File: src/rtl/fp2dec_pkg.sv
// Shared types and constants for the float-to-decimal converter.
// The FP2DEC_ROUND_EN macro adds the ROUND state used for guard-digit rounding.
package fp2dec_pkg;

  localparam int INT_DIGITS = 9;
  localparam int INT_BITS   = 27;
  localparam int FRAC_BITS  = 32;
  localparam int BIAS       = 127;
  localparam int MAN_BITS   = 23;

  // Largest biased exponent whose integer part still fits in INT_BITS
  localparam logic [7:0] MAX_EXP = 8'(BIAS + INT_BITS - 1);

  typedef enum logic [2:0] {
    CLS_NUM,
    CLS_ZERO,
    CLS_INF,
    CLS_NAN,
    CLS_RANGE
  } cls_t;

`ifdef FP2DEC_ROUND_EN
  typedef enum logic [2:0] {
    IDLE,
    UNPACK,
    CONV_INT,
    CONV_FRAC,
    ROUND,
    DONE
  } state_t;
`else
  typedef enum logic [2:0] {
    IDLE,
    UNPACK,
    CONV_INT,
    CONV_FRAC,
    DONE
  } state_t;
`endif

  // Denormals are flushed to zero rather than converted
  function automatic cls_t classify(input logic [7:0] exp_b, input logic [22:0] man);
    cls_t c;
    if (exp_b == 8'hFF)
      c = (man == '0) ? CLS_INF : CLS_NAN;
    else if (exp_b == 8'h00)
      c = CLS_ZERO;
    else if (exp_b > MAX_EXP)
      c = CLS_RANGE;
    else
      c = CLS_NUM;
    return c;
  endfunction

endpackage

File: src/rtl/fp2dec_step.sv
// One double-dabble step over the nine integer BCD digits:
// add 3 to every digit >= 5, then shift left pulling in the next binary bit.
module bcd_add3_shift
  import fp2dec_pkg::*;
(
  input  logic [4*INT_DIGITS-1:0] bcd_in,
  input  logic                    bit_in,
  output logic [4*INT_DIGITS-1:0] bcd_out
);

  logic [4*INT_DIGITS-1:0] adj;

  always_comb begin
    adj = bcd_in;
    for (int i = 0; i < INT_DIGITS; i++) begin
      if (bcd_in[4*i +: 4] >= 4'd5)
        adj[4*i +: 4] = bcd_in[4*i +: 4] + 4'd3;
    end
    bcd_out = (adj << 1) | {{(4*INT_DIGITS-1){1'b0}}, bit_in};
  end

endmodule

File: src/rtl/fp2dec.sv
// Converts an IEEE754 single into sign, 9 integer BCD digits and FRAC_DIGITS fraction digits.
// Define FP2DEC_ROUND_EN to round on a guard digit instead of truncating.
module fp2dec
  import fp2dec_pkg::*;
#(
  parameter int FRAC_DIGITS = 4
) (
  input  logic                     clk,
  input  logic                     rst,
  input  logic                     in_valid,
  output logic                     in_ready,
  input  logic [31:0]              fp_in,
  output logic                     out_valid,
  input  logic                     out_ready,
  output logic                     sign,
  output logic [4*INT_DIGITS-1:0]  int_bcd,
  output logic [4*FRAC_DIGITS-1:0] frac_bcd,
  output cls_t                     cls
);

  localparam int BW = 4*INT_DIGITS;
  localparam int FW = 4*FRAC_DIGITS;
  localparam int SW = INT_BITS + FRAC_BITS;

  localparam logic [5:0] INT_LAST  = 6'(INT_BITS - 1);
`ifdef FP2DEC_ROUND_EN
  localparam logic [5:0] FRAC_LAST = 6'(FRAC_DIGITS);
`else
  localparam logic [5:0] FRAC_LAST = 6'(FRAC_DIGITS - 1);
`endif

  state_t               state;
  logic [31:0]          fp_q;
  logic [INT_BITS-1:0]  int_bin;
  logic [FRAC_BITS-1:0] frac_q;
  logic [5:0]           cnt;

  cls_t                 cls_c;
  logic signed [9:0]    unb;
  logic signed [9:0]    sh;
  logic [9:0]           lsh;
  logic [9:0]           rsh;
  logic [SW-1:0]        base;
  logic [SW-1:0]        scaled;
  logic [35:0]          prod;
  logic [3:0]           digit;
  logic [FW-1:0]        digit_ext;
  logic [BW-1:0]        dd_out;

  // Place {1,man} so the binary point sits between bit FRAC_BITS and FRAC_BITS-1
  always_comb begin
    cls_c  = classify(fp_q[30:23], fp_q[22:0]);
    unb    = $signed({2'b00, fp_q[30:23]}) - $signed(10'(BIAS));
    sh     = unb + $signed(10'(FRAC_BITS - MAN_BITS));
    lsh    = 10'(sh);
    rsh    = 10'(-sh);
    base   = SW'({1'b1, fp_q[22:0]});
    scaled = (sh >= 0) ? (base << lsh) : (base >> rsh);
  end

  always_comb begin
    prod      = ({4'd0, frac_q} << 3) + ({4'd0, frac_q} << 1);
    digit     = prod[35:32];
    digit_ext = '0;
    digit_ext[3:0] = digit;
  end

  bcd_add3_shift u_step (
    .bcd_in  (int_bcd),
    .bit_in  (int_bin[INT_BITS-1]),
    .bcd_out (dd_out)
  );

`ifdef FP2DEC_ROUND_EN
  logic [3:0]       guard;
  logic [BW+FW-1:0] all_q;
  logic [BW+FW-1:0] all_inc;
  logic             carry;

  // Increment the whole decimal string by one ulp; an all-nines string stays put
  always_comb begin
    all_q   = {int_bcd, frac_bcd};
    all_inc = all_q;
    carry   = 1'b1;
    for (int i = 0; i < INT_DIGITS + FRAC_DIGITS; i++) begin
      if (carry) begin
        if (all_q[4*i +: 4] == 4'd9) begin
          all_inc[4*i +: 4] = 4'd0;
        end else begin
          all_inc[4*i +: 4] = all_q[4*i +: 4] + 4'd1;
          carry = 1'b0;
        end
      end
    end
    if (carry)
      all_inc = all_q;
  end
`endif

  always_ff @(posedge clk) begin
    if (rst) begin
      state     <= IDLE;
      in_ready  <= 1'b0;
      out_valid <= 1'b0;
      sign      <= 1'b0;
      int_bcd   <= '0;
      frac_bcd  <= '0;
      cls       <= CLS_ZERO;
      cnt       <= '0;
    end else begin
      case (state)
        IDLE: begin
          if (in_valid && in_ready) begin
            fp_q     <= fp_in;
            in_ready <= 1'b0;
            state    <= UNPACK;
          end else begin
            in_ready <= 1'b1;
          end
        end
        UNPACK: begin
          sign     <= fp_q[31];
          cls      <= cls_c;
          int_bcd  <= '0;
          frac_bcd <= '0;
          cnt      <= '0;
          int_bin  <= scaled[SW-1:FRAC_BITS];
          frac_q   <= scaled[FRAC_BITS-1:0];
          if (cls_c == CLS_NUM) begin
            state <= CONV_INT;
          end else begin
            out_valid <= 1'b1;
            state     <= DONE;
          end
        end
        CONV_INT: begin
          int_bcd <= dd_out;
          int_bin <= int_bin << 1;
          if (cnt == INT_LAST) begin
            cnt   <= '0;
            state <= CONV_FRAC;
          end else begin
            cnt <= cnt + 6'd1;
          end
        end
        CONV_FRAC: begin
          frac_q <= prod[FRAC_BITS-1:0];
          cnt    <= cnt + 6'd1;
`ifdef FP2DEC_ROUND_EN
          if (cnt == FRAC_LAST) begin
            guard <= digit;
            state <= ROUND;
          end else begin
            frac_bcd <= (frac_bcd << 4) | digit_ext;
          end
`else
          frac_bcd <= (frac_bcd << 4) | digit_ext;
          if (cnt == FRAC_LAST) begin
            out_valid <= 1'b1;
            state     <= DONE;
          end
`endif
        end
`ifdef FP2DEC_ROUND_EN
        ROUND: begin
          if (guard >= 4'd5)
            {int_bcd, frac_bcd} <= all_inc;
          out_valid <= 1'b1;
          state     <= DONE;
        end
`endif
        DONE: begin
          if (out_ready) begin
            out_valid <= 1'b0;
            in_ready  <= 1'b1;
            state     <= IDLE;
          end
        end
        default: state <= IDLE;
      endcase
    end
  end

endmodule

File: config.mk
export PLATFORM = sky130hd
export DESIGN_NAME = fp2dec
export DESIGN_NICKNAME = d
export VERILOG_FILES = /design/src/rtl/fp2dec_pkg.sv /design/src/rtl/fp2dec_step.sv /design/src/rtl/fp2dec.sv
export SDC_FILE = /design/constraint.sdc
export NUM_CORES = 1
export LEC_CHECK = 0
export ABC_CLOCK_PERIOD_IN_PS = 16000
export CELL_PAD_IN_SITES_DETAIL_PLACEMENT = 0
export CELL_PAD_IN_SITES_GLOBAL_PLACEMENT = 1
export CORE_MARGIN = 2
export CORE_UTILIZATION = 49
export DETAILED_ROUTE_END_ITERATION = 10
export PLACE_DENSITY_LB_ADDON = 0.1
export SETUP_SLACK_MARGIN = 0.1
export SYNTH_ARGS = -nofsm -noshare
export SYNTH_HDL_FRONTEND = slang
export SYNTH_SLANG_ARGS = --single-unit
File: constraint.sdc
create_clock -name clk -period 16 [get_ports clk]
set_input_delay 3.2 -clock clk [delete_from_list [all_inputs] [get_ports clk]]
set_output_delay 3.2 -clock clk [all_outputs]
set_load 0.05 [all_outputs]
After elaboration in Yosys (flattened, before gate mapping)
Index checks and enable logic that the tools add are counted.
{"block": "classes", "n_mul": 0, "muxes": 33, "addsub": 14, "div_mod_pow": 0, "n_lt_le_gt_ge": 11, "n_reduce_logical": 16, "n_bitwise": 3, "shift": 2, "eq_ne": 12}
{"cell": "case mux 36 bit (2 select lines)", "count": 1}
{"cell": "case mux 32 bit (2 select lines)", "count": 1}
{"cell": "2-to-1 mux 59 bit", "count": 1}
{"cell": "<< shifter 24 x 10 -> 59 bit", "count": 1}
{"cell": ">> shifter 24 x 10 -> 59 bit", "count": 1}
{"cell": "case mux 27 bit (2 select lines)", "count": 1}
{"cell": "adder 35 x 33 -> 36 bit", "count": 1}
{"cell": "greater-or-equal comparator 4 x 3 -> 1 bit, second input constant", "count": 9}
{"cell": "bitwise OR 36 x 1 -> 36 bit", "count": 1}
{"cell": "adder 4 x 2 -> 4 bit, second input constant", "count": 8}
{"cell": "2-to-1 mux 4 bit", "count": 8}
{"cell": "case mux 16 bit (2 select lines)", "count": 1}
{"cell": "2-to-1 mux 3 bit", "count": 9}
{"cell": "logical NOT 23 bit", "count": 1}
{"cell": "case mux 6 bit (3 select lines)", "count": 1}
{"cell": "bitwise OR 16 x 4 -> 16 bit", "count": 1}
{"cell": "case mux 3 bit (5 select lines)", "count": 1}
{"cell": "adder 9 x 5 -> 10 bit, second input constant", "count": 1}
{"cell": "greater-or-equal comparator 10 x 1 -> 1 bit, second input constant", "count": 1}
{"cell": "inequality test 2 bit, second input constant", "count": 5}
{"cell": "negation 10 bit", "count": 1}
{"cell": "subtractor 8 x 7 -> 9 bit, second input constant", "count": 1}
{"cell": "equality test 8 bit, second input constant", "count": 1}
{"cell": "greater-than comparator 8 bit, second input constant", "count": 1}
{"cell": "20 further kinds", "count": 33}
{"block": "word_totals", "memories": 0, "regBits": 158, "elab_cells": 102, "mem_bits_rw": 0, "input_bits": 36, "out_inout_bits": 58, "latch_bits": 0, "rom_bits": 0}

Longest topological paths before layout
{"block": "depth", "word_depth": 7, "mapped_depth": 18, "mapped_depth_nobuf": 11}

By module
Synthesis repeated with hierarchy kept, for this count alone.
{"block": "unflattened", "hier_cells": 1386, "hier_area_um2": 11498.5}
{"mod": "fp2dec", "seq_area_each_um2": 4073.9, "area_per_inst_um2": 10598.9, "n_inst": 1, "cells_each": 1245}
{"mod": "bcd_add3_shift", "seq_area_each_um2": 0.0, "area_per_inst_um2": 899.6, "n_inst": 1, "cells_each": 141}

Worst setup path before layout
OpenSTA, ideal clock, no wires.
{"block": "synth_timing", "path_kind": "input to register", "from": "in rst", "to": "reg fp_q[0] (enable)", "cell_stages": 3, "slack_ns": 8.548, "arrival_time_ns": 6.939, "path_cell_list": "clkbuf_1 clkbuf_1 nor4b_1"}
{"block": "synth_via", "elab_chain_cells": 2}
{"item": "start, declared", "line": "fp2dec.sv:9", "rtl": "input logic rst,"}
{"item": "inverter 1 bit (no source line)"}
{"item": "AND reduction 3 bit (no source line)"}
{"item": "end signal, assigned", "line": "fp2dec.sv:114", "rtl": "fp_q <= fp_in;"}
{"item": "end, declared", "line": "fp2dec.sv:33", "rtl": "logic [31:0] fp_q;"}
Every way passes these cells.
A chain may end at the register's enable or synchronous reset.

Worst setup path in the final report
{"block": "layout_timing", "from": "reg fp_q[23]", "to": "reg frac_q[7], data pin"}
{"block": "layout_via", "elab_chain_cells": 6, "elab_cells_between_ends": 8, "classes_between": "3 x add/sub; 1 x order compare; 2 x shift; 2 x mux"}
{"item": "subtractor 8 x 7 -> 9 bit (*)", "line": "fp2dec.sv:53", "rtl": "unb = $signed({2'b00, fp_q[30:23]}) - $signed(10'(BIAS));"}
{"item": "adder 9 x 5 -> 10 bit (*)", "line": "fp2dec.sv:54", "rtl": "sh = unb + $signed(10'(FRAC_BITS - MAN_BITS));"}
{"item": "negation 10 bit", "line": "fp2dec.sv:56", "rtl": "rsh = 10'(-sh);"}
{"item": ">> shifter 24 x 10 -> 59 bit", "line": "fp2dec.sv:58", "rtl": "scaled = (sh >= 0) ? (base << lsh) : (base >> rsh);"}
{"item": "2-to-1 mux 59 bit (*)", "line": "fp2dec.sv:58"}
{"item": "case mux 32 bit (2 select lines) (*)", "line": "fp2dec.sv:111", "rtl": "case (state)"}
{"item": "end signal, assigned", "line": "fp2dec.sv:128", "rtl": "frac_q <= scaled[FRAC_BITS-1:0];"}
{"item": "end signal, assigned", "line": "fp2dec.sv:147", "rtl": "frac_q <= prod[FRAC_BITS-1:0];"}
{"item": "end, declared", "line": "fp2dec.sv:35", "rtl": "logic [FRAC_BITS-1:0] frac_q;"}
Mark *: on every way between the ends. The rest lies on a longest branch, timed or not.

==> summary.md <==
| Metric | Value |
|---|---|
| VDD IR max | 0.0645 mV |
| I/O Buffers | 93 |
| Seq/Total Area, Yosys | 0.348 |
| WP data required | 16.15 ns |
| Kind of critical path | reg2reg |
| Most frequent cell after synthesis | nand2_1 |
| Worst Tran Pin Value | 1.09 ns |
| Layout Nets | 1485 |
| Initial core utilization | 0.499 |
| Post-synth EDFFs | 91 |
| Hold-fix buffers, CTS | 0 |
| CP max-delay cell | xor2_1 |
| Antenna Nets Post-Route | 0 |
| CTS root buffer | clkbuf_16 |
| Routability cong. | 0.969 |
| Area share of the leading cell type in the synthesized netlist | 0.233 |
| FFs w/ async S/R, synth | 0 |
| Max Clock Freq | 164 MHz |
| Final WL | 35.3 mm |
| Max-slew violations | 0 |
| DR pass1 iterations | 5 |
| Most frequent cells after synthesis | nand2_1, nor2_1, a21oi_1 |
| Finished Core Util | 0.571 |
| Status | finished clean |
| CP Cell Sequence | buf_4 > clkinv_1 > ha_2 > buf_4 > nor2b_1 > nand2_1 > a31oi_1 > xor2_1 > nor2_1 > and3_1 > nand2_1 > o221ai_1 |
| FP Rows | 56 |
| Synthesized Nets | 1441 |
| Number of clock sinks | 158 |
| Area grow syn2layout | 14.4% |
| Worst Clk Skew | 0.0131 ns |
| Largest net degree at the start of global routing | 69 |
| Vias | 10800 |
| Worst skew pair latency | 0.43 ns |
| Vias in the first global route | 9820 |
| Ys flop type | edfxtp_1 |
| Die width | 159 um |
| CTS resizes | 0 |
| Reg clk slew, reported paths | 0.07 ns |
| Critical path capture point type | flip-flop |
| Syn Area/Cell | 8.69 um^2 |
| CTS H-Tree Depth | 4 |
| Biggest cell delay along the critical path | 0.84 ns |
| Final Hold Fails | 0 |
| Crit Path Max Fanout | 68 |
| Netlist cell types | 86 |
| Leak | 4.78 nW |
| Yosys warns | 0 |
| Post-CTS setup buffers | 0 |
| Mapped cell area | 11700 um^2 |
| Tot GR Track Use | 0.283 |
| PD cells | 82.3 nW/um^2 |
| Top Ports | 94 |
| Setup_tns | 0 ns |
| Die Y | 159 um |
| Area of the core | 23500 um^2 |
| Worst min path class | reg2reg |
| Ant diodes | 0 |
| Num CTS Buffers | 17 |
| Clock Path Buffers | 2 |
| Setup violations, final | 0 |
| Via density | 6.24 |
| Initial antenna violation count | 0 |
| Drc violations | 0 |
| Wire length per cell | 20.5 um |
| Min cycle time layout | 6.11 ns |
| Post-Synthesis Cells | 1349 |
| CTS tree | built |
| Final total power | 0.00110 W |
| Startpoint Class | flip-flop |
| Share of layout cells above drive strength 1 | 0.0768 |
| Post-DP HPWL | 25.9 mm |
| Remaining Overflow, GRT | 0 |
| Rel. slew slack | 0.266 |
| Register bit count reported by yosys | 158 |
| Die area | 25200 um^2 |
| Fillers | 2168 |
| Max Cap Viol | 0 |
| Synth area leaders | edfxtp_1, dfxtp_1, ha_1 |
| RSZ-0062 raised after global routing | no |
| Critical path arrival | 6.26 ns |
| Final period util | 0.382 |
| Synth area leader | edfxtp_1 |
| Global-route wire length before repair | 54.8 mm |
| Starting DRC count in detailed routing | 1226 |
==> report_power, final <==
group | total (W) | switching, W | internal (W)
clock network | 0.000406 | 0.000192 | 0.000215
logic | 0.000241 | 0.000160 | 0.0000812
registers | 0.000456 | 0.0000134 | 0.000443
total | 0.00110 | 0.000365 | 0.000739
==> layout make-up <==
cell class                 instances  area, um^2  share of cell area
inverter                          30         113             0.00840
clock inverter                    13         115             0.00859
multi-input combinational       1077        7200               0.537
clock buffer                      19         454              0.0339
timing repair buffer             109        1050              0.0780
sequential                       158        4070               0.304
tap                              319         399              0.0298
==> path summary, 6_finish.rpt <==
path	from	end	slack [ns]	cells past startpoint
worst max register to register	fp_q[23]	frac_q[7]	9.89	12
worst max-delay path	fp_q[23]	frac_q[7]	9.89	12
worst min register to register	frac_bcd[12]	frac_bcd[12]	0.45	2
worst min-delay path	frac_bcd[12]	frac_bcd[12]	0.45	2
==> stage by stage <==
step | instance area (um^2) | hold WS, ns | worst slack, ns | std cells
2_1_floorplan | 11700 | 0.458 | 8.55 | 1349
3_3_place_gp | 12800 | 0.439 | 10.27 | 1693
3_5_place_dp | 12800 | 0.443 | 10.01 | 1693
4_1_cts | 13400 | 0.452 | 9.98 | 1725
5_1_grt | 13400 | 0.466 | 9.38 | 1725
6_report | 13400 | 0.450 | 9.89 | 1725
==> flip-flops by register name, indices dropped and copies added (netlist names), 3 cells and up <==
name	cells
fp_q	32
int_bin	27
cls	3
frac_bcd	16
frac_q	32
state	3
cnt	6
int_bcd	36
==> layer usage <==
layer	routed length, um	global-route usage	vias up
li1	-	-	5165
met1	15200	0.381	5099
met2	16400	0.451	424
met3	2470	0.0542	79
met4	1250	0.112	0
met5	0	0	-
==> critical path: cells and delay by family, from the launching register on <==
family                   cells  cell delay [ns]
flip-flops                   1             0.33
buffers and inverters        3             1.90
adder cells (fa/ha/maj)      1             0.54
XOR/XNOR                     1             0.84
AO/OA/AOI/OAI                2             0.52
AND/OR/NAND/NOR              5             1.66
==> logic make-up after synthesis <==
| family | Yosys count | share of synthesized area |
|---|---|---|
| compound gates | 405 | 0.226 |
| xor+xnor | 59 | 0.0466 |
| fa+ha+maj | 56 | 0.0604 |
| buf+inv | 114 | 0.0399 |
| flops | 158 | 0.348 |
| mux | 77 | 0.0873 |
| simple gates | 480 | 0.192 |
==> layout by cell type, fill, tap and decap left out, types with 16 or more instances in the layout <==
cell type / Yosys / layout
a31oi_1: 21 / 21
clkbuf_16: 0 / 18
nand2_1: 155 / 155
dfxtp_1: 67 / 67
a21oi_1: 112 / 112
edfxtp_1: 91 / 91
buf_4: 0 / 16
o221ai_1: 16 / 16
mux4_2: 19 / 19
nand3_1: 49 / 49
inv_1: 29 / 29
xnor2_1: 31 / 30
clkdlybuf4s50_1: 0 / 92
ha_1: 55 / 54
xor2_1: 26 / 26
a22oi_1: 24 / 24
nand2b_1: 21 / 21
nor2_1: 127 / 123
mux2i_1: 46 / 46
o21ai_0: 87 / 87
nor3_1: 45 / 45
Note: power is estimated with default switching activity, not from simulation.
